$ cat src/rtl/fp_pkg.sv
// fp_pkg: shared format helpers, state encoding and exponent masks for the FP accumulator
package fp_pkg;
  typedef enum logic {ACC = 1'b0, HOLD = 1'b1} state_t;
  localparam logic [7:0] EXP32_ONES = 8'hFF;
  localparam logic [4:0] EXP16_ONES = 5'h1F;
  function automatic int fmt_width(bit half);
    return half ? 16 : 32;
  endfunction
  function automatic int fmt_expw(bit half);
    return half ? 5 : 8;
  endfunction
  function automatic int fmt_fracw(bit half);
    return half ? 10 : 23;
  endfunction
  function automatic int fmt_expoff(bit half);
    return half ? 15 : 127;
  endfunction
endpackage

$ cat src/rtl/fp_add.sv
// fp_add: combinational FP32/FP16 adder, round-to-nearest-even, denormals flushed to zero
module fp_add import fp_pkg::*; #(
  parameter bit HALF = 1'b0
) (
  input  logic [31:0] a_in,
  input  logic [31:0] b_in,
  output logic [31:0] sum_out
);
  localparam int W = fmt_width(HALF);
  localparam int EW = fmt_expw(HALF);
  localparam int FW = fmt_fracw(HALF);
  localparam int MW = FW + 5;
  logic [W-1:0] a, b, x, y, res;
  logic [MW-1:0] ma, mb, mr;
  logic [FW:0] rf;
  logic [EW+1:0] er;
  logic swap, sticky, up;
  int d;
  // Order by magnitude, align with sticky, add/subtract, normalise, round and pack
  always_comb begin
    a = W'(a_in);
    b = W'(b_in);
    swap = b[W-2:0] > a[W-2:0];
    x = swap ? b : a;
    y = swap ? a : b;
    d = int'(x[W-2:FW]) - int'(y[W-2:FW]);
    ma = {2'b01, x[FW-1:0], 3'b000};
    mb = {2'b01, y[FW-1:0], 3'b000};
    sticky = 1'b0;
    for (int i = 0; i < MW; i++) begin
      if (i < d) begin
        sticky = sticky | mb[0];
        mb = mb >> 1;
      end
    end
    mb[0] = mb[0] | sticky;
    mr = (x[W-1] == y[W-1]) ? ma + mb : ma - mb;
    er = {2'b00, x[W-2:FW]};
    if (mr[MW-1]) begin
      mr = {1'b0, mr[MW-1:2], mr[1] | mr[0]};
      er = er + (EW+2)'(1);
    end
    for (int i = 0; i < MW - 2; i++) begin
      if (mr != '0 && !mr[MW-2]) begin
        mr = mr << 1;
        er = er - (EW+2)'(1);
      end
    end
    up = mr[2] && (mr[1] || mr[0] || mr[3]);
    rf = {1'b0, mr[MW-3:3]} + {{FW{1'b0}}, up};
    if (rf[FW]) er = er + (EW+2)'(1);
    if (y[W-2:FW] == '0) res = (x[W-2:FW] == '0) ? {x[W-1] & y[W-1], {(W-1){1'b0}}} : x;
    else if (mr == '0) res = '0;
    else if (er[EW+1] || er == '0) res = {x[W-1], {(W-1){1'b0}}};
    else if (er[EW] || &er[EW-1:0]) res = {x[W-1], {EW{1'b1}}, {FW{1'b0}}};
    else res = {x[W-1], er[EW-1:0], rf[FW-1:0]};
    sum_out = 32'(res);
  end
endmodule

$ cat src/rtl/fp_accum.sv
// fp_accum: streaming FP32/FP16 vector accumulator with count, overflow flag and output handshake
module fp_accum import fp_pkg::*; #(
  parameter bit HALF = 1'b0,
  parameter int CNTW = 16
) (
  input  logic            clk,
  input  logic            rst_n,
  input  logic            in_valid,
  output logic            in_ready,
  input  logic [31:0]     in_data,
  input  logic            in_last,
  output logic            out_valid,
  input  logic            out_ready,
  output logic [31:0]     out_data,
  output logic [CNTW-1:0] out_count,
  output logic            out_ovf
);
  localparam logic [31:0] FMT_MASK = HALF ? 32'h0000_FFFF : 32'hFFFF_FFFF;
  state_t state_q, state_d;
  logic [31:0] din, sum, acc_q, acc_d, out_data_q, out_data_d;
  logic [CNTW-1:0] cnt_q, cnt_d, out_count_q, out_count_d;
  logic first_q, first_d, ovf_q, ovf_d, out_valid_q, out_valid_d, out_ovf_q, out_ovf_d;
  logic accept, exp_ones;
  assign din = in_data & FMT_MASK;
  assign in_ready = state_q == ACC;
  assign out_valid = out_valid_q;
  assign out_data = out_data_q;
  assign out_count = out_count_q;
  assign out_ovf = out_ovf_q;
  fp_add #(.HALF(HALF)) u_add (.a_in(acc_q), .b_in(din), .sum_out(sum));
  // Load or accumulate on accept, capture on the last beat, return to ACC on output handshake
  always_comb begin
    state_d = state_q;
    acc_d = acc_q;
    first_d = first_q;
    cnt_d = cnt_q;
    ovf_d = ovf_q;
    out_valid_d = out_valid_q;
    out_data_d = out_data_q;
    out_count_d = out_count_q;
    out_ovf_d = out_ovf_q;
    exp_ones = 1'b0;
    accept = in_valid && in_ready;
    if (accept) begin
      acc_d = first_q ? din : sum;
      cnt_d = first_q ? CNTW'(1) : (&cnt_q ? cnt_q : cnt_q + CNTW'(1));
      exp_ones = HALF ? (acc_d[14:10] == EXP16_ONES) : (acc_d[30:23] == EXP32_ONES);
      ovf_d = (!first_q && ovf_q) || exp_ones;
      first_d = in_last;
      if (in_last) begin
        out_data_d = acc_d;
        out_count_d = cnt_d;
        out_ovf_d = ovf_d;
        out_valid_d = 1'b1;
        state_d = HOLD;
      end
    end else if (state_q == HOLD && out_ready) begin
      out_valid_d = 1'b0;
      state_d = ACC;
      ovf_d = 1'b0;
      cnt_d = '0;
    end
  end
  // Registers; rst_n discards any partial sum without waiting for a clock edge
  always_ff @(posedge clk or negedge rst_n) begin
    if (!rst_n) begin
      state_q <= ACC;
      acc_q <= '0;
      first_q <= 1'b1;
      cnt_q <= '0;
      ovf_q <= 1'b0;
      out_valid_q <= 1'b0;
      out_data_q <= '0;
      out_count_q <= '0;
      out_ovf_q <= 1'b0;
    end else begin
      state_q <= state_d;
      acc_q <= acc_d;
      first_q <= first_d;
      cnt_q <= cnt_d;
      ovf_q <= ovf_d;
      out_valid_q <= out_valid_d;
      out_data_q <= out_data_d;
      out_count_q <= out_count_d;
      out_ovf_q <= out_ovf_d;
    end
  end
endmodule
$ cat config.mk
export PLATFORM = sky130hd
export DESIGN_NAME = fp_accum
export DESIGN_NICKNAME = d
export VERILOG_FILES = /design/src/rtl/fp_pkg.sv /design/src/rtl/fp_add.sv /design/src/rtl/fp_accum.sv
export SDC_FILE = /design/constraint.sdc
export NUM_CORES = 1
export LEC_CHECK = 0
export CAP_MARGIN = 30
export CORE_MARGIN = 5
export CORE_UTILIZATION = 50
export CTS_BUF_LIST = sky130_fd_sc_hd__clkbuf_2 sky130_fd_sc_hd__clkbuf_4 sky130_fd_sc_hd__clkbuf_8
export DETAILED_ROUTE_END_ITERATION = 12
export GPL_ROUTABILITY_DRIVEN = 0
export PLACE_DENSITY_LB_ADDON = 0.05
export SYNTH_ARGS = -nofsm -noshare
export SYNTH_HDL_FRONTEND = slang
export SYNTH_HIERARCHICAL = 1
export SYNTH_SLANG_ARGS = --single-unit
export TNS_END_PERCENT = 5
$ cat constraint.sdc
create_clock -name clk -period 33.7 [get_ports clk]
set_input_delay 6.74 -clock clk [delete_from_list [all_inputs] [get_ports clk]]
set_output_delay 6.74 -clock clk [all_outputs]
set_load 0.01 [all_outputs]
Word level (Yosys, flattened, before mapping)

Index checks and enable logic that the tools add are counted.

Flip-flop bits (word level): 100
Bits of input ports: 37
Logic and storage cells: 327

Magnitude comparators: 29
Reductions and logical operators: 97
$add $sub $neg: 33
Multiplexer cells: 127
Bitwise logic cells: 30
Eq/ne operators: 3

Operators by type and width:

| operator                                                   | number |
|---|---|
| two-way mux 28 bit                                         | 54 |
| nonzero test 28 bit                                        | 26 |
| less-than comparator 6 x 32 -> 1 bit, first input constant | 12 |
| two-way mux 10 bit                                         | 28 |
| subtractor 10 x 1 -> 10 bit, second input constant         | 26 |
| less-than comparator 5 x 32 -> 1 bit, first input constant | 8 |
| two-way mux 32 bit                                         | 6 |
| less-than comparator 4 x 32 -> 1 bit, first input constant | 4 |
| less-than comparator 3 x 32 -> 1 bit, first input constant | 2 |
| two-way mux 16 bit                                         | 4 |
| two-way mux 31 bit                                         | 2 |
| two-way mux 27 bit                                         | 2 |
| less-than comparator 1 x 32 -> 1 bit, first input constant | 1 |
| less-than comparator 2 x 32 -> 1 bit, first input constant | 1 |
| > comparator 31 bit                                        | 1 |
| two-way mux 1 bit                                          | 31 |
| logical AND 1 bit                                          | 30 |
| adder 27 x 28 -> 28 bit                                    | 1 |
| zero test 28 bit                                           | 1 |
| OR 1 bit                                                   | 28 |
| subtractor 27 x 28 -> 28 bit                               | 1 |
| zero test 1 bit                                            | 27 |
| adder 23 x 1 -> 24 bit                                     | 1 |
| adder 16 x 1 -> 16 bit, second input constant              | 1 |
| other kinds (15)                                           | 21 |

Logic depth before layout (Yosys ltp)

Depth after elaboration: 156
Gate-level depth with buffers: 151
Gate-level depth less buffers: 136

Cells and area by module

The synthesis kept the hierarchy.

Modules (own cells, without submodules):

| module   | area each (sq um) | seq. area each (sq um) | cells an instance | times used |
|---|---|---|---|---|
| fp_add   | 25513.2           | 0.0                    | 4031              | 1 |
| fp_accum | 4596.9            | 2503.7                 | 467               | 1 |

Worst setup path after synthesis

No wires, ideal clock.

Kind: input to register
From: in in_data[25]
To: reg out_ovf_q, in the netlist out_ovf
Stages: 141
Data arrival time: 34.922 ns
Path buffers: 15
Slack: -1.304 ns
Cells stage by stage: ha_1 -> nand3_2 -> nor4_4 -> nand2_1 -> a211o_1 -> buf_2 -> nand2_1 -> buf_1 -> buf_1 -> clkbuf_1 -> clkbuf_1 -> mux2_2 -> ha_1 -> o21a_1 -> o21ai_0 -> nor3b_1 -> o22ai_1 -> and2_1 -> (+105 left out) -> a21oi_1 -> ha_1 -> and4_1 -> a21boi_0 -> o22ai_1 -> mux2i_1 -> xor2_1 -> nor4_1 -> and3_1 -> and3_1 -> clkbuf_1 -> buf_4 -> o21a_1 -> o32ai_1 -> nand4_1 -> nor2_1 -> o31ai_1 -> o21ai_0

Longest elaborated chain between the ends: 154
Elaborated cells on any way between the ends: 299

RTL lines:

| what                                                                           | RTL line       | text |
|---|---|---|
| start, declared                                                                | fp_accum.sv:10 | `input logic [31:0] in_data,` |
| branches (longest 150 deep; another with less-than comparator 2 x 32 -> 1 bit) | n/a            |  |
| two-way mux 32 bit (*)                                                         | fp_add.sv:52   | `if (y[W-2:FW] == '0) res = (x[W-2:FW] == '0) ? {x[W-1] & y[W-1], {(W-1){1'b0}}} : x;` |
| via sum[30]                                                                    | fp_accum.sv:20 | `logic [31:0] din, sum, acc_q, acc_d, out_data_q, out_data_d;` |
| two-way mux 32 bit (*)                                                         | fp_accum.sv:45 | `acc_d = first_q ? din : sum;` |
| == test 8 bit (*)                                                              | fp_accum.sv:47 | `exp_ones = HALF ? (acc_d[14:10] == EXP16_ONES) : (acc_d[30:23] == EXP32_ONES);` |
| logical OR 1 bit (*)                                                           | fp_accum.sv:48 | `ovf_d = (!first_q && ovf_q) \|\| exp_ones;` |
| end signal, assigned                                                           | fp_accum.sv:85 | `out_ovf_q <= out_ovf_d;` |
| end, declared                                                                  | fp_accum.sv:22 | `logic first_q, first_d, ovf_q, ovf_d, out_valid_q, out_valid_d, out_ovf_q, out_ovf_d;` |

Mark *: on every way through the listed nets, which the timed path passes.
A chain may end at the register's enable or synchronous reset.

Worst setup path after layout

From: in in_data[13]
To: reg ovf_q

Longest elaborated chain between the ends: 155
Elaborated cells on any way between the ends: 300

RTL lines:

| what                                                                           | RTL line       | text |
|---|---|---|
| branches (longest 150 deep; another with less-than comparator 2 x 32 -> 1 bit) | n/a            |  |
| two-way mux 32 bit (*)                                                         | fp_add.sv:52   |  |
| via sum[24]                                                                    | fp_accum.sv:20 |  |
| two-way mux 32 bit (*)                                                         | fp_accum.sv:45 |  |
| == test 8 bit (*)                                                              | fp_accum.sv:47 |  |
| logical OR 1 bit (*)                                                           | fp_accum.sv:48 |  |
| two-way mux 1 bit (*)                                                          | fp_accum.sv:44 | `if (accept) begin` |
| end signal, assigned                                                           | fp_accum.sv:81 | `ovf_q <= ovf_d;` |
| end, declared                                                                  | fp_accum.sv:22 |  |

Marked as above.

==> metrics.csv <==
metric,value,unit
post-synth top area share,0.0823,
First DRT Iteration DRCs,5976,
# hold bufs at CTS,0,
CP most frequent cell,buf_4,
core area,0.0600,sq mm
Max Cap Viol,0,
fin area,0.0430,sq mm
DR WL/cell,21.5,um
min-delay src,out_count[13]$_DFFE_PN0P_,
CP required,33.96,ns
worst r2r dst,ovf_q$_DFFE_PN0P_,
"Reg clk slew, reported paths",0.10,ns
Critical Path AT,33.50,ns
initial antenna violation count,2,
router iterations before antenna repair,7,
clk_lat worst skew,0.39,ns
largest net degree at the start of global routing,77,
root buffer cell,clkbuf_8,
initial core utilization,0.502,
Post-Syn Area,0.0301,sq mm
Avg Inst Size Synth,6.69,sq um
"Min Clock Period, post-route",33.24,ns
Tcrit/Tclk final,0.986,
Mapped Cells,4498,
vias in the first global route,38700,
mux cell area share after synthesis,0.0896,
achievable clock frequency,30.1,MHz
Routed WL,139,mm
CTS tree,done,
post-synth cell types,144,
post-layout util,0.716,
Critical path destination,ovf_q$_DFFE_PN0P_,
Synth area leaders,"dfrtp_1, nand2_1, a21oi_1",
Synth warnings,6,
r2r startpoint,acc_q[14]$_DFFE_PN0P_,
"Slew Viols, Final",0,
drt drc,0,
Synth Flop Type,dfrtp_1,
# clock sinks,100,
Die ar.,0.0652,sq mm
register area share after synthesis,0.0831,
Reg2Reg Depth,135,
asr flop ratio synth,1.00,
Total GRT Usage,0.386,
adder-cell share of the synthesized area,0.0471,
first-pass GRT wire length,210,mm
Worst Setup Path Type,input pin to flip-flop,
CTS buffer count,9,
Via Count,41900,
layout cells sized above 1,0.320,
Worst setup EP type,flip-flop,
DP Area,0.0405,sq mm
post-synth top area cell,dfrtp_1,
Commonest cells post-synth,"nand2_1, nor2_1, a21oi_1",
"count leader, synth",nand2_1,
Post-synth EDFFs,0,
Die Height,255,um
worst-case clock buffer depth,2,
Setup Skew,0.0119,ns
Worst Hold Class,flip-flop to flip-flop,
floorplan row count,90,
H-tree levels,3,
status,completed,
gr ovfl total,0,
Fin. Hold Viols,0,
R2R setup slack,6.36,ns
Die X,255,um
largest family of logic cells by synthesized area,compound AO/OA/AOI/OAI gates,
synthesis-to-finish area growth,42.8,%
critical path's largest stage delay,0.59,ns
Startpoint Class,input pin,
DR vias/cell,6.51,
Slew @ Worst Pin,1.09,ns
compound-gate portion of the synthesized area,0.337,
Yosys reg bits,100,
Slew headroom,0.270,
IO buf count,87,
Final nets,5802,
Post-Synth Simple-Gate Area,0.310,
final antenna-violating net count,0,
Syn Nets,4647,
Synth Area in XOR/XNOR,0.0736,
Worst Setup SP,in_data[13],
Ports,88,
number of setup violations in the final report,0,
DP HPWL,110,mm
crit path max fanout,23,
crit path max-delay cell type,or4b_4,
## flip-flops by register name, summed over array words and instances (netlist names)
signal	flops
first_q	1
ovf_q	1
out_count	16
cnt_q	16
out_ovf	1
out_valid	1
acc_q	32
out_data	32
## what timing repair did
item | 4_1_cts | 5_1_grt
setup buffers | 17 | 45
resized for setup | 69 | 270
gates cloned | 2 | 4
pin swaps | 43 | 149
endpoints found under the setup margin | 64 | 64
## metal layers
metal,wire (um),vias up,part of all wire,track usage
met5,60,-,0.00043,0.00512
met4,7380,4,0.053,0.157
met3,17400,640,0.13,0.0992
met2,59800,2679,0.43,0.605
met1,54000,19400,0.39,0.507
li1,-,19200,-,-
## cell usage in the layout (no fill, tap or decap), types with 85 or more instances in the layout
master,Yosys,layout
nand2_1,590,577
buf_4,18,1276
a21oi_1,352,327
nand3_1,185,182
inv_1,140,137
xnor2_1,142,133
o21ai_0,312,288
o211ai_1,85,85
nor2_1,447,431
nor3_1,127,116
mux2i_1,173,159
dfrtp_1,99,99
## area by class of cell
cell class | instances | area [sq um]
inverters | 146 | 553
fillers | 5139 | 17000
repair buffers | 1409 | 11200
flip-flops and latches | 100 | 2500
clock buffers | 9 | 124
multi-input cells | 3987 | 27500
diodes | 1 | 2.50
clock inverters | 7 | 81.3
well taps | 782 | 978
## kinds of logic after synthesis
logic type               after synthesis
flip-flops                           100
multiplexers                         258
XOR/XNOR                             235
AO/OA/AOI/OAI                       1486
buffers and inverters                411
adder cells (fa/ha/maj)              113
AND/OR/NAND/NOR                     1895
## worst max-delay path: cells and delay by family
family,cells,cell delay (ns)
buffers and inverters,22,3.32
AOI/OAI and AO/OA,54,9.85
adders and majority gates,14,3.64
and+or+nand+nor,33,6.74
muxes,10,2.74
xor gates and xnor gates,2,0.40
## through the flow
stage	TNS [ns]	hold slack, ns	std cells	setup WS, ns
floorplan	0	0.450	4498	0.0105
global placement	-47.76	0.461	6352	-0.994
detailed placement	-68.82	0.471	6354	-1.35
CTS	0	0.494	6389	0.0377
global route	-28.53	0.514	6441	-0.522
finish	0	0.485	6441	0.462
## worst min-delay path by stage
stage	endpoint	slack (ns)	cells past startpoint
after global placement	out_count[7]$_DFFE_PN0P_	0.46	1
after CTS	acc_q[20]$_DFFE_PN0P_	0.49	2
final	out_count[13]$_DFFE_PN0P_	0.49	2
after detailed placement	out_count[13]$_DFFE_PN0P_	0.47	2
after global routing	acc_q[5]$_DFFE_PN0P_	0.51	2
after floorplan	acc_q[10]$_DFFE_PN0P_	0.45	2
Power is left out: the tool's default activity adds up to more than one toggle a clock period on the data nets, which glitch-free logic cannot reach.
